--- config.mk ---
export PLATFORM = sky130hd
export DESIGN_NAME = vga_timing_gen_flat
export DESIGN_NICKNAME = d
export VERILOG_FILES = /design/src/rtl/vga_pkg.sv /design/src/rtl/vga_timing_gen_if.sv /design/src/rtl/vga_timing_gen_sync_delay.sv /design/src/rtl/vga_timing_gen.sv /design/src/flat_wrapper.sv
export SDC_FILE = /design/constraint.sdc
export NUM_CORES = 1
export LEC_CHECK = 0
export BUFFER_PORTS_ARGS = -buffer_cell sky130_fd_sc_hd__buf_2
export CORE_ASPECT_RATIO = 0.7
export CORE_MARGIN = 1
export CORE_UTILIZATION = 54
export CTS_CLUSTER_DIAMETER = 120
export CTS_CLUSTER_SIZE = 10
export DETAILED_ROUTE_END_ITERATION = 12
export GPL_TIMING_DRIVEN = 1
export PLACE_DENSITY = 0.84
export SLEW_MARGIN = 20
export SYNTH_ARGS = -nofsm -noshare
export SYNTH_HDL_FRONTEND = slang
export SYNTH_SLANG_ARGS = --single-unit
--- constraint.sdc ---
create_clock -name clock25 -period 2.75 [get_ports clock25]
set_input_delay 0.55 -clock clock25 [delete_from_list [all_inputs] [get_ports clock25]]
set_output_delay 0.55 -clock clock25 [all_outputs]
set_load 0.05 [all_outputs]
--- src/rtl/vga_pkg.sv ---
// Shared timing constants and types for the 640x480@60 text-mode raster generator.
`timescale 1ns/1ps
package vga_pkg;

   // Default 640x480@60 timing, 25 MHz pixel clock.
   localparam int DEFAULT_H_VISIBLE  = 640;
   localparam int DEFAULT_H_FRONT    = 16;
   localparam int DEFAULT_H_SYNC     = 96;
   localparam int DEFAULT_H_BACK     = 48;
   localparam int DEFAULT_V_VISIBLE  = 480;
   localparam int DEFAULT_V_FRONT    = 10;
   localparam int DEFAULT_V_SYNC     = 2;
   localparam int DEFAULT_V_BACK     = 33;
   localparam int DEFAULT_CHAR_H     = 12;
   localparam int DEFAULT_PIPE_DELAY = 2;

   // Derived totals and sync windows for the default timing.
   localparam int H_TOTAL = DEFAULT_H_VISIBLE + DEFAULT_H_FRONT + DEFAULT_H_SYNC + DEFAULT_H_BACK;
   localparam int V_TOTAL = DEFAULT_V_VISIBLE + DEFAULT_V_FRONT + DEFAULT_V_SYNC + DEFAULT_V_BACK;
   localparam int H_SYNC_START = DEFAULT_H_VISIBLE + DEFAULT_H_FRONT;
   localparam int H_SYNC_END   = H_SYNC_START + DEFAULT_H_SYNC - 1;
   localparam int V_SYNC_START = DEFAULT_V_VISIBLE + DEFAULT_V_FRONT;
   localparam int V_SYNC_END   = V_SYNC_START + DEFAULT_V_SYNC - 1;

   // Glyphs are always 8 pixels wide, so the character column is a bit slice.
   localparam int GLYPH_W = 8;

   // Flags carried through the output delay line.
   typedef struct packed {
      logic hsync;
      logic vsync;
      logic video_on;
   } sync_flags_t;

   // Idle value: both syncs inactive (high), video blanked.
   localparam logic [2:0] FLAGS_IDLE = 3'b110;

endpackage

--- src/rtl/vga_timing_gen_if.sv ---
// Raster position and sync bundle driven by the timing generator.
`timescale 1ns/1ps
interface vga_timing_gen_if;
   logic [9:0] HorizontalCounter;
   logic [9:0] VerticalCounter;
   logic [6:0] char_col;
   logic [5:0] char_row;
   logic [3:0] glyph_line;
   logic       line_start;
   logic       frame_start;
   logic       hsync;
   logic       vsync;
   logic       video_on;

   modport master (
      output HorizontalCounter, VerticalCounter, char_col, char_row, glyph_line,
             line_start, frame_start, hsync, vsync, video_on
   );

   modport slave (
      input HorizontalCounter, VerticalCounter, char_col, char_row, glyph_line,
            line_start, frame_start, hsync, vsync, video_on
   );
endinterface

--- src/rtl/vga_timing_gen_sync_delay.sv ---
// Fixed-depth shift register that aligns sync/blank flags with the pixel stage.
`timescale 1ns/1ps
module sync_delay #(
   parameter int               WIDTH   = 1,
   parameter int               DEPTH   = 1,
   parameter logic [WIDTH-1:0] RST_VAL = '0
) (
   input  logic             clk,
   input  logic             rst_n,
   input  logic [WIDTH-1:0] d_i,
   output logic [WIDTH-1:0] q_o
);

   logic [WIDTH-1:0] stage_q [DEPTH];

   // Shift the flags one stage per clock.
   always_ff @(posedge clk or negedge rst_n) begin
      if (!rst_n) begin
         // NOTE: every stage is reset so the outputs stay inactive until real flags have propagated through the whole chain.
         for (int i = 0; i < DEPTH; i++) begin
            stage_q[i] <= RST_VAL;
         end
      end else begin
         // NOTE: non-blocking assignments let every stage sample its predecessor's old value in the same edge.
         stage_q[0] <= d_i;
         for (int i = 1; i < DEPTH; i++) begin
            stage_q[i] <= stage_q[i-1];
         end
      end
   end

   assign q_o = stage_q[DEPTH-1];

endmodule

--- src/rtl/vga_timing_gen.sv ---
// Raster counters, text-grid position and delayed sync/blank flags for the text display.
`timescale 1ns/1ps
module vga_timing_gen
   import vga_pkg::*;
#(
   parameter int H_VISIBLE  = DEFAULT_H_VISIBLE,
   parameter int H_FRONT    = DEFAULT_H_FRONT,
   parameter int H_SYNC     = DEFAULT_H_SYNC,
   parameter int H_BACK     = DEFAULT_H_BACK,
   parameter int V_VISIBLE  = DEFAULT_V_VISIBLE,
   parameter int V_FRONT    = DEFAULT_V_FRONT,
   parameter int V_SYNC     = DEFAULT_V_SYNC,
   parameter int V_BACK     = DEFAULT_V_BACK,
   parameter int CHAR_H     = DEFAULT_CHAR_H,
   parameter int PIPE_DELAY = DEFAULT_PIPE_DELAY
) (
   input  logic             clock25,
   input  logic             reset_n,
   vga_timing_gen_if.master vga
);

   localparam logic [9:0] H_LAST     = 10'(H_VISIBLE + H_FRONT + H_SYNC + H_BACK - 1);
   localparam logic [9:0] V_LAST     = 10'(V_VISIBLE + V_FRONT + V_SYNC + V_BACK - 1);
   localparam logic [9:0] HS_START   = 10'(H_VISIBLE + H_FRONT);
   localparam logic [9:0] HS_END     = 10'(H_VISIBLE + H_FRONT + H_SYNC - 1);
   localparam logic [9:0] VS_START   = 10'(V_VISIBLE + V_FRONT);
   localparam logic [9:0] VS_END     = 10'(V_VISIBLE + V_FRONT + V_SYNC - 1);
   localparam logic [9:0] H_VIS      = 10'(H_VISIBLE);
   localparam logic [9:0] V_VIS      = 10'(V_VISIBLE);
   localparam logic [3:0] GLYPH_LAST = 4'(CHAR_H - 1);

   // run_q is low for the first edge after reset so that edge presents 0,0 with both pulses.
   logic        run_q;
   logic [9:0]  h_q, h_d;
   logic [9:0]  v_q, v_d;
   logic [5:0]  row_q, row_d;
   logic [3:0]  glyph_q, glyph_d;
   logic        line_start_q;
   logic        frame_start_q;
   sync_flags_t raw_flags;
   sync_flags_t dly_flags;

   // Next raster and text-grid position; the grid steps with the line counter, no divider.
   always_comb begin
      // NOTE: every output of this block gets a default first so no latch is inferred.
      h_d     = h_q;
      v_d     = v_q;
      row_d   = row_q;
      glyph_d = glyph_q;
      if (run_q) begin
         if (h_q == H_LAST) begin
            h_d = '0;
            if (v_q == V_LAST) begin
               // The last row is partial, so the wrap forces the grid back to 0.
               v_d     = '0;
               row_d   = '0;
               glyph_d = '0;
            end else begin
               v_d = v_q + 10'd1;
               if (glyph_q == GLYPH_LAST) begin
                  glyph_d = '0;
                  row_d   = row_q + 6'd1;
               end else begin
                  glyph_d = glyph_q + 4'd1;
               end
            end
         end else begin
            h_d = h_q + 10'd1;
         end
      end
   end

   // Register position, grid and pulses together so they stay mutually consistent.
   always_ff @(posedge clock25 or negedge reset_n) begin
      if (!reset_n) begin
         run_q         <= 1'b0;
         h_q           <= '0;
         v_q           <= '0;
         row_q         <= '0;
         glyph_q       <= '0;
         line_start_q  <= 1'b0;
         frame_start_q <= 1'b0;
      end else begin
         run_q         <= 1'b1;
         h_q           <= h_d;
         v_q           <= v_d;
         row_q         <= row_d;
         glyph_q       <= glyph_d;
         line_start_q  <= (h_d == '0);
         frame_start_q <= (h_d == '0) && (v_d == '0);
      end
   end

   // Decode undelayed sync/blank flags from the current position; idle until counting starts.
   always_comb begin
      raw_flags = FLAGS_IDLE;
      if (run_q) begin
         raw_flags.hsync    = !((h_q >= HS_START) && (h_q <= HS_END));
         raw_flags.vsync    = !((v_q >= VS_START) && (v_q <= VS_END));
         raw_flags.video_on = (h_q < H_VIS) && (v_q < V_VIS);
      end
   end

   sync_delay #(
      .WIDTH   (3),
      .DEPTH   (PIPE_DELAY),
      .RST_VAL (FLAGS_IDLE)
   ) u_sync_delay (
      .clk   (clock25),
      .rst_n (reset_n),
      .d_i   (raw_flags),
      .q_o   (dly_flags)
   );

   assign vga.HorizontalCounter = h_q;
   assign vga.VerticalCounter   = v_q;
   assign vga.char_col          = h_q[9:$clog2(GLYPH_W)];
   assign vga.char_row          = row_q;
   assign vga.glyph_line        = glyph_q;
   assign vga.line_start        = line_start_q;
   assign vga.frame_start       = frame_start_q;
   assign vga.hsync             = dly_flags.hsync;
   assign vga.vsync             = dly_flags.vsync;
   assign vga.video_on          = dly_flags.video_on;

endmodule

--- src/flat_wrapper.sv ---
// flat-port wrapper written by rule: the top's interface ports become plain ports
module vga_timing_gen_flat import vga_pkg::*;
#(
   parameter int H_VISIBLE  = DEFAULT_H_VISIBLE,
   parameter int H_FRONT    = DEFAULT_H_FRONT,
   parameter int H_SYNC     = DEFAULT_H_SYNC,
   parameter int H_BACK     = DEFAULT_H_BACK,
   parameter int V_VISIBLE  = DEFAULT_V_VISIBLE,
   parameter int V_FRONT    = DEFAULT_V_FRONT,
   parameter int V_SYNC     = DEFAULT_V_SYNC,
   parameter int V_BACK     = DEFAULT_V_BACK,
   parameter int CHAR_H     = DEFAULT_CHAR_H,
   parameter int PIPE_DELAY = DEFAULT_PIPE_DELAY
)
  (clock25, reset_n, vga_HorizontalCounter, vga_VerticalCounter, vga_char_col, vga_char_row, vga_glyph_line, vga_line_start, vga_frame_start, vga_hsync, vga_vsync, vga_video_on);
  vga_timing_gen_if vga_i ();
  input  logic clock25;
  input  logic reset_n;
  output wire logic [$bits(vga_i.HorizontalCounter)-1:0] vga_HorizontalCounter;
  output wire logic [$bits(vga_i.VerticalCounter)-1:0] vga_VerticalCounter;
  output wire logic [$bits(vga_i.char_col)-1:0] vga_char_col;
  output wire logic [$bits(vga_i.char_row)-1:0] vga_char_row;
  output wire logic [$bits(vga_i.glyph_line)-1:0] vga_glyph_line;
  output wire logic [$bits(vga_i.line_start)-1:0] vga_line_start;
  output wire logic [$bits(vga_i.frame_start)-1:0] vga_frame_start;
  output wire logic [$bits(vga_i.hsync)-1:0] vga_hsync;
  output wire logic [$bits(vga_i.vsync)-1:0] vga_vsync;
  output wire logic [$bits(vga_i.video_on)-1:0] vga_video_on;
  assign vga_HorizontalCounter = vga_i.HorizontalCounter;
  assign vga_VerticalCounter = vga_i.VerticalCounter;
  assign vga_char_col = vga_i.char_col;
  assign vga_char_row = vga_i.char_row;
  assign vga_glyph_line = vga_i.glyph_line;
  assign vga_line_start = vga_i.line_start;
  assign vga_frame_start = vga_i.frame_start;
  assign vga_hsync = vga_i.hsync;
  assign vga_vsync = vga_i.vsync;
  assign vga_video_on = vga_i.video_on;
  vga_timing_gen #(.H_VISIBLE(H_VISIBLE), .H_FRONT(H_FRONT), .H_SYNC(H_SYNC), .H_BACK(H_BACK), .V_VISIBLE(V_VISIBLE), .V_FRONT(V_FRONT), .V_SYNC(V_SYNC), .V_BACK(V_BACK), .CHAR_H(CHAR_H), .PIPE_DELAY(PIPE_DELAY)) u_core (.clock25(clock25), .reset_n(reset_n), .vga(vga_i));
endmodule
Word-level counts from Yosys, hierarchy flattened
Cells that the tools add are included.
{ "totals": {"in_bits": 2, "regBits": 39, "output_inout_bits": 42, "wordCells": 43} }
{ "op_classes": {"n_reduce_logical": 11, "addsub": 4, "muxes": 10, "n_lt_le_gt_ge": 6, "eq_ne": 3} }
{ "op_table": {"columns": ["op", "count"], "rows": [
  ["10-bit 2-to-1 mux", 5],
  ["10-bit by 1-bit adder with 10-bit output, second input constant", 2],
  ["10-bit equality test, second input constant", 2],
  ["10-bit logical NOT", 2],
  ["6-bit 2-to-1 mux", 2],
  ["10-bit >= comparator, second input constant", 1],
  ["10-bit by 9-bit >= comparator with 1-bit output, second input constant", 1],
  ["10-bit less-or-equal comparator, second input constant", 1],
  ["10-bit by 9-bit less-or-equal comparator with 1-bit output, second input constant", 1],
  ["10-bit less-than comparator, second input constant", 1],
  ["10-bit by 9-bit less-than comparator with 1-bit output, second input constant", 1],
  ["4-bit 2-to-1 mux", 2],
  ["6-bit by 1-bit adder with 6-bit output, second input constant", 1],
  ["4-bit by 1-bit adder with 4-bit output, second input constant", 1],
  ["4-bit equality test, second input constant", 1],
  ["1-bit logical AND", 4],
  ["3-bit 2-to-1 mux", 1],
  ["3-bit AND reduction", 1],
  ["1-bit logical NOT", 2],
  ["2-bit AND reduction", 1],
  ["2-bit nonzero test", 1]
]} }

Depth between registers and ports, before layout
{ "depth": {"depth_word": 6, "depth_mapped": 10, "mapped_depth_nobuf": 8} }

Modules after synthesis
From an unflattened synthesis, not the netlist that was laid out.
{ "unflattened": {"cells_unflattened": 214, "area_unflattened_um2": 2135.8} }
{ "by_module_without_submodules": {"columns": ["mod", "area_each_um2", "n_inst", "cells_per_inst", "seq_area_each_um2"], "rows": [
  ["vga_timing_gen", 1958.1, 1, 205, 825.8],
  ["sync_delay", 177.7, 1, 9, 155.1]
]} }

Least setup slack after synthesis
OpenSTA, ideal clock, no wires.
{ "synth_timing": {"path_kind": "register to register", "startpoint": "reg u_core.h_q[4] (netlist: u_core.vga.HorizontalCounter[4])", "endpoint": "reg u_core.frame_start_q (netlist: u_core.vga.frame_start)", "arrival_time_ns": 2.361, "n_path_buf": 1, "setup_ns": 0.128, "synth_period_minus_slack_ns": 2.489, "path_stages_with_launch": 8, "t_required_ns": 2.622, "setup_slack_ns": 0.261, "path_cell_list": "dfrtp_1 > buf_4 > or4b_4 > nor4_2 > nand3_1 > nor3b_1 > a211oi_1 > nor4_2"} }
{ "synth_between": {"elab_chain_len": 5, "word_cells_on_any_way": 9, "cone_classes": "add/sub (1); eq/ne (1); mux (4); reduce/logical (3)"} }
{ "synth_rtl": {"columns": ["element", "line_no", "source"], "rows": [
  ["start, declared", "vga_timing_gen.sv:34", "logic [9:0] h_q, h_d;"],
  ["start signal, assigned", "vga_timing_gen.sv:77", "h_q <= '0;"],
  ["start signal, assigned", "vga_timing_gen.sv:85", "h_q <= h_d;"],
  ["10-bit by 1-bit adder with 10-bit output / 10-bit equality test (equally long branches)", "vga_timing_gen.sv:68, vga_timing_gen.sv:51", null],
  ["10-bit 2-to-1 mux", "vga_timing_gen.sv:51", "if (h_q == H_LAST) begin"],
  ["10-bit 2-to-1 mux", "vga_timing_gen.sv:50", "if (run_q) begin"],
  ["10-bit logical NOT", "vga_timing_gen.sv:90", "frame_start_q <= (h_d == '0) && (v_d == '0);"],
  ["1-bit logical AND *", "vga_timing_gen.sv:90", null],
  ["end signal, assigned", "vga_timing_gen.sv:90", null],
  ["end, declared", "vga_timing_gen.sv:39", "logic frame_start_q;"]
]} }
Mark *: on every way between the ends. The rest lies on a longest branch, timed or not.
A chain may end at the register's enable or synchronous reset.

Final worst setup path
{ "layout_timing": {"startpoint": "reg u_core.h_q[0] (netlist: u_core.vga.HorizontalCounter[0])", "endpoint": "reg u_core.frame_start_q (netlist: u_core.vga.frame_start)"} }
{ "layout_between": {"elab_chain_len": 5, "word_cells_on_any_way": 9, "cone_classes": "add/sub (1); eq/ne (1); mux (4); reduce/logical (3)"} }
{ "layout_rtl": {"columns": ["element", "line_no"], "rows": [
  ["10-bit by 1-bit adder with 10-bit output / 10-bit equality test (equally long branches)", "vga_timing_gen.sv:68, vga_timing_gen.sv:51"],
  ["10-bit 2-to-1 mux *", "vga_timing_gen.sv:51"],
  ["10-bit 2-to-1 mux *", "vga_timing_gen.sv:50"],
  ["named net u_core.h_d[5]", "vga_timing_gen.sv:34"],
  ["10-bit logical NOT *", "vga_timing_gen.sv:90"],
  ["1-bit logical AND *", "vga_timing_gen.sv:90"]
]} }
Mark *: on every way through the listed nets, which the timed path passes. The rest lies on a longest branch.

==> impl_metrics.env <==
export IMPL_start_util_pct=58.4
export IMPL_drc=0
export IMPL_dieHeight_um=54.6
export IMPL_cts_buffers=5
export IMPL_final_nets=269
export IMPL_grt_pass1_wl_um=7490
export IMPL_finalPower_uw=1600
export IMPL_rows=18
export IMPL_skew_ns=0.00707
export IMPL_fmax_mhz=404
export IMPL_arrival_ns=2.67
export IMPL_crit_required_ns=2.95
export IMPL_gp_congestion=0.872
export IMPL_fin_hold_ws_ns=0.349
export IMPL_r2r_start="u_core.vga.HorizontalCounter[0]$_DFF_PN0_"
export IMPL_place_inst=304
export IMPL_routed_wl_um=4560
export IMPL_ys_flop_type="dfrtp_1"
export IMPL_fin_cells=312
export IMPL_end_kind="register"
export IMPL_clock_latency_ns=0.30
export IMPL_syn_inst=222
export IMPL_h_tree_depth=2
export IMPL_dp_slack_ns=0.296
export IMPL_clock_sinks=39
export IMPL_critPathKind="register to register"
export IMPL_drive_gt1_share_pct=25.2
export IMPL_max_cap_violations=0
export IMPL_yosysTopAreaCell="dfrtp_1"
export IMPL_worst_setup_path_start_kind="register"
export IMPL_vias=1762
export IMPL_power_density_nw_per_um2=657
export IMPL_die_area_um2=4210
export IMPL_dr_pass1_iters=4
export IMPL_netlist_area_um2=2130
export IMPL_synth_enable_flop_cells=0
export IMPL_tns_ns=0
export IMPL_syn2layout_area_growth_pct=14.4
export IMPL_rrSetupSlack_ns=0.28
export IMPL_cts_clk_slew_worst_paths_ns=0.07
export IMPL_yosysWarningCount=0
export IMPL_cts_setup_buffers=0
export IMPL_synth_area_per_cell_um2=9.60
export IMPL_final_hold_viol_count=0
export IMPL_hpwl_um=3370
export IMPL_leakagePower_uw=0.00118
export IMPL_synth_common_cells="35 x dfrtp_1, 23 x nand2_1, 23 x nor2_1, 15 x nand3_1"
export IMPL_synth_cell_types=44
export IMPL_reg2reg_depth=6
export IMPL_ant_nets=0
export IMPL_diodes=0
export IMPL_grt_pass1_vias=1513
export IMPL_status="finished, final reports clean"
export IMPL_wl_per_cell_um=14.6
export IMPL_relSlewSlack_pct=44.6
export IMPL_drv_slew=0
export IMPL_period_share_pct=89.9
export IMPL_vias_per_cell=5.65
export IMPL_synth_seq_cells=39
export IMPL_crit_reg2reg_capture="u_core.vga.frame_start$_DFF_PN0_"
export IMPL_die_width_um=77.1
export IMPL_cts_root_buf="clkbuf_8"
export IMPL_cts_buffer_depth=2
export IMPL_numPortBuffers=43
export IMPL_grt_max_degree=40
export IMPL_ys_seq_area_share_pct=46.0
export IMPL_core_area_um2=3650
export IMPL_worstPathMaxFanout=7
export IMPL_postCtsHoldBufs=0
export IMPL_tightest_slew_ns=0.831
export IMPL_holdCritPathClass="primary input to asynchronous set/reset pin"
export IMPL_antenna_found_initial=0
export IMPL_rsz0062_at_grt="no"
export IMPL_timing_final_ws_setup_ns=0.277
export IMPL_min_period_ns=2.47
export IMPL_grtUsageTotal_pct=24.6
export IMPL_syn_nets=230
export IMPL_cts_tree="built"
export IMPL_synth_async_reset_ratio_pct=100
export IMPL_ioPinCount=44
export IMPL_finalSetupViolCount=0
export IMPL_synth_most_common_cell="dfrtp_1"
export IMPL_synthTopCellsByArea="dfrtp_1 41%, xor2_1 5.3%, dfstp_2 4.9%"
export IMPL_overflow=0
export IMPL_yosysTopAreaCellShare_pct=41.1
export IMPL_ir_worst_vdd_mv=0.556
export IMPL_detail_route_iter0_violations=151
==> report_power, final <==
group,switching (µW),leakage [µW],total [µW],internal (µW)
sequential,82.2,0.000513,702,620
clock,191,0.0000422,369,178
combinational,388,0.000629,531,143
==> area by class of cell <==
| type | count | area, µm² |
|---|---|---|
| Tap cell | 50 | 62.6 |
| Fill cell | 320 | 1210 |
| Clock buffer | 7 | 76.3 |
| Inverter | 9 | 33.8 |
| Clock inverter | 1 | 5.00 |
| Multi-Input combinational cell | 158 | 1030 |
| Sequential cell | 39 | 981 |
| Timing Repair Buffer | 48 | 253 |
==> cells in the final DEF (no fill, tap or decap), types with 7 or more instances in the layout <==
cell,instances
nand4_1,8
nand3_1,15
buf_2,43
xor2_1,13
o21ai_0,13
dfrtp_1,35
nand2_1,23
nor2_1,23
xnor2_1,7
inv_1,9
==> per-layer routing <==
layer / routed length (µm) / part of all wire, % / global-route usage, %
met1: 2260 / 50 / 36.4
met2: 1960 / 43 / 33.9
met3: 282 / 6.2 / 7.67
met4: 48 / 1.1 / 8.18
met5: 0 / 0 / 0
==> what timing repair did <==
item,CTS,global route
hold endpoints to repair,0,0
gates resized for setup,0,1
setup endpoints to repair,0,1
==> worst max-delay path, stage by stage (launching register included) <==
cell and delay [ns]:
dfrtp_1 0.43, ha_1 0.25, nand4_1 0.38, nor3_4 0.42
nor2_1 0.11, or4_4 0.55, nor4_2 0.24
==> registers in the layout (all words and copies together) (netlist names) <==
signal                        flops
u_core.vga.line_start             1
u_core.vga.VerticalCounter       10
u_core.vga.frame_start            1
u_core.vga.glyph_line             4
u_core.vga.char_row               6
u_core.u_sync_delay.q_o           3
u_core.run_q                      1
u_core.vga.HorizontalCounter     10
u_core.u_sync_delay.stage_q       3
==> through the flow <==
step	util, %	area, µm²
3_3_place_gp	64.4	2350
4_1_cts	66.7	2430
6_report	66.8	2440
5_1_grt	66.8	2440
3_5_place_dp	64.4	2350
2_1_floorplan	-	2130
==> how the worst max path moves through the flow <==
| stage | depth (start not counted) | end | from |
|---|---|---|---|
| finish | 6 | u_core.vga.frame_start$_DFF_PN0_ | u_core.vga.HorizontalCounter[0]$_DFF_PN0_ |
| global route | 6 | u_core.vga.frame_start$_DFF_PN0_ | u_core.vga.HorizontalCounter[1]$_DFF_PN0_ |
| CTS | 7 | u_core.vga.frame_start$_DFF_PN0_ | u_core.vga.HorizontalCounter[0]$_DFF_PN0_ |
| detailed placement | 7 | u_core.vga.frame_start$_DFF_PN0_ | u_core.vga.HorizontalCounter[0]$_DFF_PN0_ |
| global placement | 7 | u_core.vga.frame_start$_DFF_PN0_ | u_core.vga.HorizontalCounter[0]$_DFF_PN0_ |
| floorplan | 7 | u_core.vga.frame_start$_DFF_PN0_ | u_core.vga.HorizontalCounter[4]$_DFF_PN0_ |
==> logic make-up (layout without fill, tap and decap cells) <==
group,count (synthesis),after routing,share of synthesized area (%)
other,1,1,0.176
and+or+nand+nor,96,96,24.8
AOI/OAI and AO/OA,34,34,10.7
muxes,1,1,0.470
adders and majority gates,6,6,3.52
DFF,39,39,46.0
xor gates and xnor gates,20,20,8.22
buffers and inverters,25,65,6.05
Power figures use the tool's default switching activity.
